**config.mk**
```make
export PLATFORM = sky130hd
export DESIGN_NAME = data_mem_arbiter
export DESIGN_NICKNAME = d
export VERILOG_FILES = /design/src/rtl/mio_arb_pkg.sv /design/src/rtl/arb_policy.sv /design/src/rtl/data_mem_arbiter.sv
export SDC_FILE = /design/constraint.sdc
export NUM_CORES = 1
export LEC_CHECK = 0
export CAP_MARGIN = 20
export CORE_UTILIZATION = 45
export DETAILED_ROUTE_END_ITERATION = 10
export PLACE_DENSITY = 0.82
export SLEW_MARGIN = 15
export SYNTH_ARGS = -nofsm -noshare
export SYNTH_HDL_FRONTEND = slang
export SYNTH_SLANG_ARGS = --single-unit
export TNS_END_PERCENT = 50
```
**constraint.sdc**
```tcl
create_clock -name clk -period 11.75 [get_ports clk]
set_clock_uncertainty 0.2 [all_clocks]
set_input_delay 3.525 -clock clk [delete_from_list [all_inputs] [get_ports clk]]
set_output_delay 3.525 -clock clk [all_outputs]
set_load 0.01 [all_outputs]
```
**src/rtl/mio_arb_pkg.sv**
```systemverilog
`default_nettype none
// +----------------------------------------------------------------------------+
// | Module   : mio_arb_pkg                                                     |
// | Desc     : Shared types and constants for the Data_MEM arbiter slice:      |
// |            FSM state encoding, owner encoding, default RAM geometry.       |
// | Revision : 1.0  initial release                                            |
// +----------------------------------------------------------------------------+
package mio_arb_pkg;

    // Arbiter sequencing states
    typedef enum logic [1:0] {
        IDLE  = 2'd0,
        GRANT = 2'd1,
        WAIT  = 2'd2,
        DONE  = 2'd3
    } arb_state_t;

    // Owner encoding used for grant decisions and last_owner history
    localparam logic OWN_CPU = 1'b0;
    localparam logic OWN_DMA = 1'b1;

    // Default RAM geometry (1K x 32 Data_MEM)
    localparam int c_def_addr_w = 10;
    localparam int c_def_data_w = 32;

endpackage : mio_arb_pkg
`default_nettype wire

```
**src/rtl/arb_policy.sv**
```systemverilog
`default_nettype none
// +----------------------------------------------------------------------------+
// | Module   : arb_policy                                                      |
// | Desc     : Grant selection for the Data_MEM arbiter. Combinational owner   |
// |            pick plus the history registers it depends on.                  |
// |            Macro ARB_ROUND_ROBIN_EN: defined -> strict alternation on      |
// |            contention; undefined -> CPU priority with DMA starvation cap.  |
// | Revision : 1.0  initial release                                            |
// +----------------------------------------------------------------------------+
module arb_policy
    import mio_arb_pkg::*;
#(
    parameter int STARVE_MAX = 8
) (
    input  logic clk,
    input  logic rst,
    input  logic arb_en,       // an arbitration is being made this cycle
    input  logic cpu_req,
    input  logic dma_req,
    output logic grant_owner
);

`ifdef ARB_ROUND_ROBIN_EN

    // Owner of the most recent grant; reset so the first contended grant goes to the CPU.
    // Round-robin needs no starvation counter.
    logic r_last_owner;

    // Contended requests alternate against the previous owner
    always_comb begin
        grant_owner = OWN_CPU;
        if (cpu_req && dma_req) begin
            grant_owner = ~r_last_owner;
        end else if (dma_req) begin
            grant_owner = OWN_DMA;
        end
    end

    // Remember who was granted last
    always_ff @(posedge clk or posedge rst) begin
        if (rst) begin
            r_last_owner <= OWN_DMA;
        end else if (arb_en) begin
            r_last_owner <= grant_owner;
        end
    end

`else

    localparam int CNT_W = $clog2(STARVE_MAX + 1);
    localparam logic [CNT_W-1:0] c_starve_max = CNT_W'(STARVE_MAX);

    // Consecutive CPU grants made while the DMA was kept waiting
    logic [CNT_W-1:0] r_starve_cnt;

    // CPU wins contention unless the DMA has already been passed over STARVE_MAX times
    always_comb begin
        grant_owner = OWN_CPU;
        if (cpu_req && dma_req) begin
            grant_owner = (r_starve_cnt == c_starve_max) ? OWN_DMA : OWN_CPU;
        end else if (dma_req) begin
            grant_owner = OWN_DMA;
        end
    end

    // Count CPU grants that bypass a waiting DMA; any DMA grant clears the count
    always_ff @(posedge clk or posedge rst) begin
        if (rst) begin
            r_starve_cnt <= '0;
        end else if (arb_en) begin
            if (grant_owner == OWN_DMA) begin
                r_starve_cnt <= '0;
            end else if (dma_req && (r_starve_cnt != c_starve_max)) begin
                r_starve_cnt <= r_starve_cnt + CNT_W'(1);
            end
        end
    end

`endif

endmodule : arb_policy
`default_nettype wire

```
**src/rtl/data_mem_arbiter.sv**
```systemverilog
`default_nettype none
// +----------------------------------------------------------------------------+
// | Module   : data_mem_arbiter                                                |
// | Desc     : Shares the single-port Data_MEM block RAM between the CPU data  |
// |            port (MIO_BUS) and a DMA/display requester. Each access is      |
// |            sequenced IDLE->GRANT->(WAIT)->DONE and completed with a        |
// |            one-cycle ready/ack pulse. All outputs are registered.          |
// |            Macro ARB_ROUND_ROBIN_EN selects round-robin contention         |
// |            handling (default: CPU priority with DMA starvation cap).       |
// | Revision : 1.0  initial release                                            |
// +----------------------------------------------------------------------------+
module data_mem_arbiter
    import mio_arb_pkg::*;
#(
    parameter int ADDR_W     = c_def_addr_w,
    parameter int DATA_W     = c_def_data_w,
    parameter int RD_LAT     = 1,
    parameter int STARVE_MAX = 8
) (
    input  logic              clk,
    input  logic              rst,
    // CPU port (MIO_BUS)
    input  logic              cpu_req,
    input  logic              cpu_we,
    input  logic [ADDR_W-1:0] cpu_addr,
    input  logic [DATA_W-1:0] cpu_wdata,
    output logic [DATA_W-1:0] cpu_rdata,
    output logic              cpu_ready,
    // DMA / display port
    input  logic              dma_req,
    input  logic              dma_we,
    input  logic [ADDR_W-1:0] dma_addr,
    input  logic [DATA_W-1:0] dma_wdata,
    output logic [DATA_W-1:0] dma_rdata,
    output logic              dma_ack,
    // Data_MEM port A
    output logic              ram_we,
    output logic [ADDR_W-1:0] ram_addr,
    output logic [DATA_W-1:0] ram_din,
    input  logic [DATA_W-1:0] ram_dout,
    // Status
    output logic              busy
);

    // WAIT lasts RD_LAT cycles; counter runs 0..RD_LAT-1
    localparam logic [1:0] c_lat_last = 2'(RD_LAT - 1);

    arb_state_t r_state;
    logic       r_owner;      // requester owning the current transaction
    logic       r_we;         // latched write flag of the owner
    logic [1:0] r_lat_cnt;

    logic       w_arb_en;
    logic       w_grant_owner;

    // A new transaction may only start from IDLE
    assign w_arb_en = (r_state == IDLE) && (cpu_req || dma_req);

    arb_policy #(
        .STARVE_MAX (STARVE_MAX)
    ) u_arb_policy (
        .clk         (clk),
        .rst         (rst),
        .arb_en      (w_arb_en),
        .cpu_req     (cpu_req),
        .dma_req     (dma_req),
        .grant_owner (w_grant_owner)
    );

    // Transaction sequencer: latches the owner's request, drives the RAM, returns data/ack
    always_ff @(posedge clk or posedge rst) begin
        if (rst) begin
            r_state   <= IDLE;
            r_owner   <= OWN_CPU;
            r_we      <= 1'b0;
            r_lat_cnt <= 2'd0;
            cpu_rdata <= '0;
            cpu_ready <= 1'b0;
            dma_rdata <= '0;
            dma_ack   <= 1'b0;
            ram_we    <= 1'b0;
            ram_addr  <= '0;
            ram_din   <= '0;
            busy      <= 1'b0;
        end else begin
            case (r_state)
                IDLE: begin
                    if (w_arb_en) begin
                        r_state <= GRANT;
                        r_owner <= w_grant_owner;
                        busy    <= 1'b1;
                        if (w_grant_owner == OWN_CPU) begin
                            r_we     <= cpu_we;
                            ram_we   <= cpu_we;
                            ram_addr <= cpu_addr;
                            ram_din  <= cpu_wdata;
                        end else begin
                            r_we     <= dma_we;
                            ram_we   <= dma_we;
                            ram_addr <= dma_addr;
                            ram_din  <= dma_wdata;
                        end
                    end
                end
                GRANT: begin
                    // Write strobe lasts exactly the GRANT cycle
                    ram_we <= 1'b0;
                    if (r_we) begin
                        r_state   <= DONE;
                        cpu_ready <= (r_owner == OWN_CPU);
                        dma_ack   <= (r_owner == OWN_DMA);
                    end else begin
                        r_state   <= WAIT;
                        r_lat_cnt <= 2'd0;
                    end
                end
                WAIT: begin
                    if (r_lat_cnt == c_lat_last) begin
                        r_state <= DONE;
                        if (r_owner == OWN_CPU) begin
                            cpu_rdata <= ram_dout;
                            cpu_ready <= 1'b1;
                        end else begin
                            dma_rdata <= ram_dout;
                            dma_ack   <= 1'b1;
                        end
                    end else begin
                        r_lat_cnt <= r_lat_cnt + 2'd1;
                    end
                end
                DONE: begin
                    r_state   <= IDLE;
                    cpu_ready <= 1'b0;
                    dma_ack   <= 1'b0;
                    ram_we    <= 1'b0;
                    busy      <= 1'b0;
                end
                default: begin
                    r_state <= IDLE;
                    ram_we  <= 1'b0;
                    busy    <= 1'b0;
                end
            endcase
        end
    end

endmodule : data_mem_arbiter
`default_nettype wire

```
# After elaboration in Yosys (flattened, before gate mapping)
# Cells that the tools add are included.
# classes
n_shift	0
mul	0
bitwise	1
n_eq_ne	12
addsub	2
n_reduce_logical	22
n_mux	27
n_lt_le_gt_ge	0
div_mod_pow	0
# ops
operator	count
32-bit two-way mux	1
1-bit two-way mux	13
2-bit inequality test (second input constant)	6
10-bit two-way mux	1
2-bit AND reduction	5
3-bit AND reduction	3
2-bit two-way mux	4
4-bit two-way mux	2
2-bit one-hot mux with 4 select lines	1
4-bit AND reduction	2
2-bit nonzero test	4
1-bit one-hot mux with 3 select lines	2
4-bit by 1-bit adder with 4-bit output (second input constant)	1
2-bit == test (second input constant)	2
4-bit == test (second input constant)	1
2-bit zero test	2
4-bit inequality test (second input constant)	1
1-bit one-hot mux with 2 select lines	2
2-bit one-hot mux with 2 select lines	1
1-bit logical AND	3
3-bit nonzero test	1
2-bit by 1-bit adder with 2-bit output (second input constant)	1
2-bit by 1-bit == test with 1-bit output (second input constant)	1
2-bit by 1-bit inequality test with 1-bit output (second input constant)	1
other kinds (3)	3
# totals
input_bits	122
mem_bits_ro	0
elab_cells	77
out_inout_bits	110
ram_bits	0
mem_count	0
regBits	120
latch_bits	0

# Depth between registers and ports, before layout
# depth
depth_word	6
mapped_depth	8
ltp_nobuf	6

# Cells and area by module
# Synthesis repeated with hierarchy kept, for this count alone.
# hier_totals
hier_cells	410
area_unflattened_um2	5427.7
# by_module_without_submodules
module	n_inst	seq_area_each_um2	cells_each	area_each_um2
data_mem_arbiter	1	2902.8	381	5170.0
arb_policy	1	100.1	29	257.7

# Worst setup path after synthesis
# No wires, ideal clock.
# synth_path
path_type	in2reg
from	input cpu_req
to	register r_owner
arrival_ns	4.394
path_slack_ns	7.032
setup_time_ns	0.125
t_required_ns	11.425
path_buffers	2
cell_stages	4
cell_sequence	buf_2 > o21ai_2 > buf_4 > mux2_2
# synth_between
elab_chain_len	3
word_cells_on_any_way	5
classes_between	1 x mux; 4 x reduce/logical
# synth_lines
element	line_no	source
start, declared	data_mem_arbiter.sv:23	input logic cpu_req,
1-bit logical OR	data_mem_arbiter.sv:57	assign w_arb_en = (r_state == IDLE) && (cpu_req || dma_req);
1-bit logical AND	data_mem_arbiter.sv:57	
2-bit AND reduction (no source line)	n/a	
end signal, assigned	data_mem_arbiter.sv:90	r_owner <= w_grant_owner;
end, declared	data_mem_arbiter.sv:49	logic r_owner;
# Several ways; a longest one is shown, not always the timed one.
# A chain may end at the register's enable or synchronous reset.

# Final worst setup path
# layout_path
from	input dma_req
to	register r_we
# layout_between
elab_chain_len	3
word_cells_on_any_way	7
classes_between	3 x mux; 4 x reduce/logical
# layout_lines
element	line_no	source
start, declared	data_mem_arbiter.sv:30	input logic dma_req,
1-bit two-way mux (tied with other cells)	arb_policy.sv:61	end else if (dma_req) begin
1-bit two-way mux or 1-bit logical AND (tied branches)	arb_policy.sv:59, data_mem_arbiter.sv:57	
1-bit two-way mux or 2-bit AND reduction (tied branches)	n/a	
end signal, assigned	data_mem_arbiter.sv:93	r_we <= cpu_we;
end signal, assigned	data_mem_arbiter.sv:98	r_we <= dma_we;
end, declared	data_mem_arbiter.sv:50	logic r_we;
# Several ways; a longest one is shown, not always the timed one.

==> results by group <==
Status
  – Outcome: finished, final reports clean

Power and ir drop
  – Clock share of power: 23.3%
  – Sw frac: 32.41%
  – Sequential power share: 33.1%
  – Gate power share: 43.6%
  – Peak VDD IR: 0.1673 mV
  – Switch Pwr: 729.1 µW
  – Internal power: 1.520 mW
  – Lkg Pwr: 3.472 nW
  – Cell Pwr Density: 275.6 mW/mm²

STA
  – Final hold violations: 0
  – Setup TNS: 0 ns
  – Worst Slack Setup Final: 6.298 ns
  – Period minus WS final: 5.452 ns
  – Fmax: 183.4 MHz
  – Slew Limit Fails: 0
  – Worst rel slew slack: 35.40%
  – Final period util: 46.40%
  – RSZ-0062 raised after global routing: no
  – # setup viols final: 0
  – Slew @ Worst Pin: 0.9690 ns

Clocking
  – Sink Count: 120
  – Skew-Pair Late Insertion Delay: 0.41 ns
  – CTS Buffer Depth: 2
  – Root Buffer Master: clkbuf_16
  – Reg clk slew, reported paths: 0.06 ns
  – CTS tree: yes
  – Resize count post-CTS: 0
  – Postcts setup bufs: 0
  – # hold bufs at CTS: 0
  – CTS Buf Count: 17
  – Htree depth: 4

Global route
  – Pin count of the biggest net entering global routing: 90
  – Initial antenna violation count: 0
  – Vias in the first global route: 4064
  – Total Routing Usage GR: 23.34%
  – Global route overflow: 0
  – First-pass GRT wire length: 20.52 mm

Yosys
  – Post-synthesis cell type count: 32
  – Sequential cell area fraction in the yosys report: 57.90%
  – Synth Register Bits: 120
  – Cell count after synthesis: 408
  – Largest area contributor in the netlist: dfrtp_1
  – Top cells by area, synth: dfrtp_1 (58%), mux2_2 (14%), mux2i_1 (8.3%)
  – Syn_nets: 539
  – Post-synthesis average cell area: 12.71 µm²
  – Mapped Area: 0.005186 mm²
  – Area fraction of the dominant cell type after synthesis: 57.90%
  – Yosys warns: 0

Layout
  – Antenna Diode Count: 0
  – P&R area growth vs syn: 57.39%
  – Fin util: 74.00%
  – Layout cells sized above 1: 16.49%
  – # nets final: 773
  – Commonest non-fill, non-tap cell in the layout: clkdlybuf4s50_1
  – Commonest non-fill, non-tap cells in the layout: clkdlybuf4s50_1 (231), dfrtp_1 (120), mux2_2 (65)

Die
  – Core area: 0.01103 mm²
  – Row cnt: 38
  – Die X: 109.4 µm
  – Initial Util: 47.02%
  – Die height: 109.4 µm
  – Die area: 0.01196 mm²
  – I/O pin cnt: 232

Critical path
  – CP max stage cell: clkdlybuf4s50_1
  – Worst EP required: 11.79 ns
  – Crit-path leading delay family: buffers and inverters
  – CP Capture Type: register
  – Critical Path Max Stage Delay: 0.62 ns
  – Peak fanout along the critical path: 44
  – CP bufs+invs: 2
  – CP arrival: 5.49 ns
  – Worst setup SP type: input port
  – Critical-path cell list: clkdlybuf4s50_1, a21boi_4, buf_4, mux2i_1, o21ai_0
  – Crit path kind: input port to register

Placed design
  – Hpwl dp: 9.862 mm
  – Gp weighted congestion: 0.7669
  – Port Buffers: 231
  – Pre-CTS setup slack: 5.942 ns

Routing
  – DRC: 0
  – Vias: 4035
  – Avg Vias per Cell: 5.075
  – Wirelength per Cell: 17.26 µm
  – Antenna-violating nets left: 0
  – Post-Route WL: 13.73 mm
  – First-pass DRT Iterations: 4
  – Iter 0 DRT Violations: 133

Min path
  – Class of the worst hold path: register to register

Flow run
  – Max Cap Viol: 0
[kinds of logic after synthesis]
family / count (synthesis) / share of synthesized area, %
AOI/OAI and AO/OA: 68 / 7.334
muxes: 108 / 22.41
DFF: 120 / 57.90
buffers and inverters: 30 / 3.860
and+or+nand+nor: 73 / 6.321
adders and majority gates: 9 / 2.171
[cell usage after synthesis]
| cell type | number |
|---|---|
| o21ai_1 | 39 |
| dfrtp_1 | 120 |
| o22ai_1 | 2 |
| ha_1 | 9 |
| nor2b_1 | 4 |
| a21oi_1 | 2 |
| mux2i_1 | 43 |
| nand4_1 | 1 |
| buf_2 | 9 |
| nand3_1 | 5 |
| nor3_1 | 1 |
| clkbuf_1 | 6 |
| and3_1 | 1 |
| a21boi_2 | 1 |
| nand3b_4 | 1 |
| o211ai_1 | 1 |
| o21ai_2 | 1 |
| a32oi_1 | 1 |
| buf_6 | 1 |
| nor2_1 | 2 |
| inv_1 | 9 |
| buf_4 | 1 |
| buf_12 | 4 |
| nand2_1 | 54 |
| mux2_2 | 65 |
| nand2b_1 | 2 |
| nor3_2 | 1 |
| nor3b_1 | 1 |
| a22o_1 | 2 |
| o41ai_2 | 1 |
| o31ai_1 | 1 |
| o21ai_0 | 17 |
[layout make-up]
| cell class | count | area [µm²] |
|---|---|---|
| Clock buffer | 17 | 425.4 |
| Fill cell | 742 | 2868 |
| Tap cell | 140 | 175.2 |
| Inverter | 9 | 36.28 |
| Timing Repair Buffer | 236 | 2350 |
| Clock inverter | 15 | 175.2 |
| Multi-Input combinational cell | 258 | 1998 |
| Sequential cell | 120 | 3003 |
[routing by layer]
metal  vias up  track usage [%]  share of wire (%)  routed length [µm]
li1       1897                -                  -                   -
met1      1925            26.45                 39                5332
met2       192            40.52                 50                6901
met3        21            8.654                9.1                1243
met4         0            7.905                1.8                 248
met5         -                0                  0                   0
[metrics by stage]
stage	hold WS (ns)	std cells	cell area (µm²)	power [mW]
after global placement	0.2632	763	7562	1.688
after global routing	0.3156	795	8163	2.383
after CTS	0.2882	795	8163	2.270
after floorplan	0.2498	408	5186	1.196
final	0.2835	795	8163	2.250
after detailed placement	0.2783	763	7562	1.730
[state kept, by name, indices dropped and copies added, names as in the netlist, 2 cells and up]
| signal | count |
|---|---|
| r_state | 2 |
| ram_addr | 10 |
| cpu_rdata | 32 |
| r_lat_cnt | 2 |
| dma_rdata | 32 |
| ram_din | 32 |
| u_arb_policy.r_starve_cnt | 4 |
[final timing paths]
check / from / to / slack [ns] / cells after the start
worst max-delay path: dma_req / r_we / 6.30 / 5
worst min-delay path: ram_din[16] / ram_din[16] / 0.28 / 2
worst max register to register: u_arb_policy.r_starve_cnt[0] / r_we / 9.28 / 7
worst min register to register: ram_din[16] / ram_din[16] / 0.28 / 2
max in group asynchronous: rst / ram_din[7] / 6.66 / 3
min in group asynchronous: rst / u_arb_policy.r_starve_cnt[1] / 3.31 / 2
[worst register-to-register path, stage by stage, from the launching register on]
cell and delay (ns):
dfrtp_1 0.42, inv_1 0.08, ha_1 0.20, nand3b_4 0.12
a21boi_4 0.15, buf_4 0.58, mux2i_1 0.40, o21ai_0 0.14
[power by group through the flow]
stage	Combinational (mW)	Clock (mW)	Sequential (mW)
2_1_floorplan	0.376	0	0.819
3_3_place_gp	0.956	0	0.731
3_5_place_dp	0.983	0	0.748
4_1_cts	0.992	0.532	0.746
5_1_grt	1.06	0.555	0.768
6_report	0.980	0.525	0.745
No activity file was read; power rests on OpenSTA's default activity.
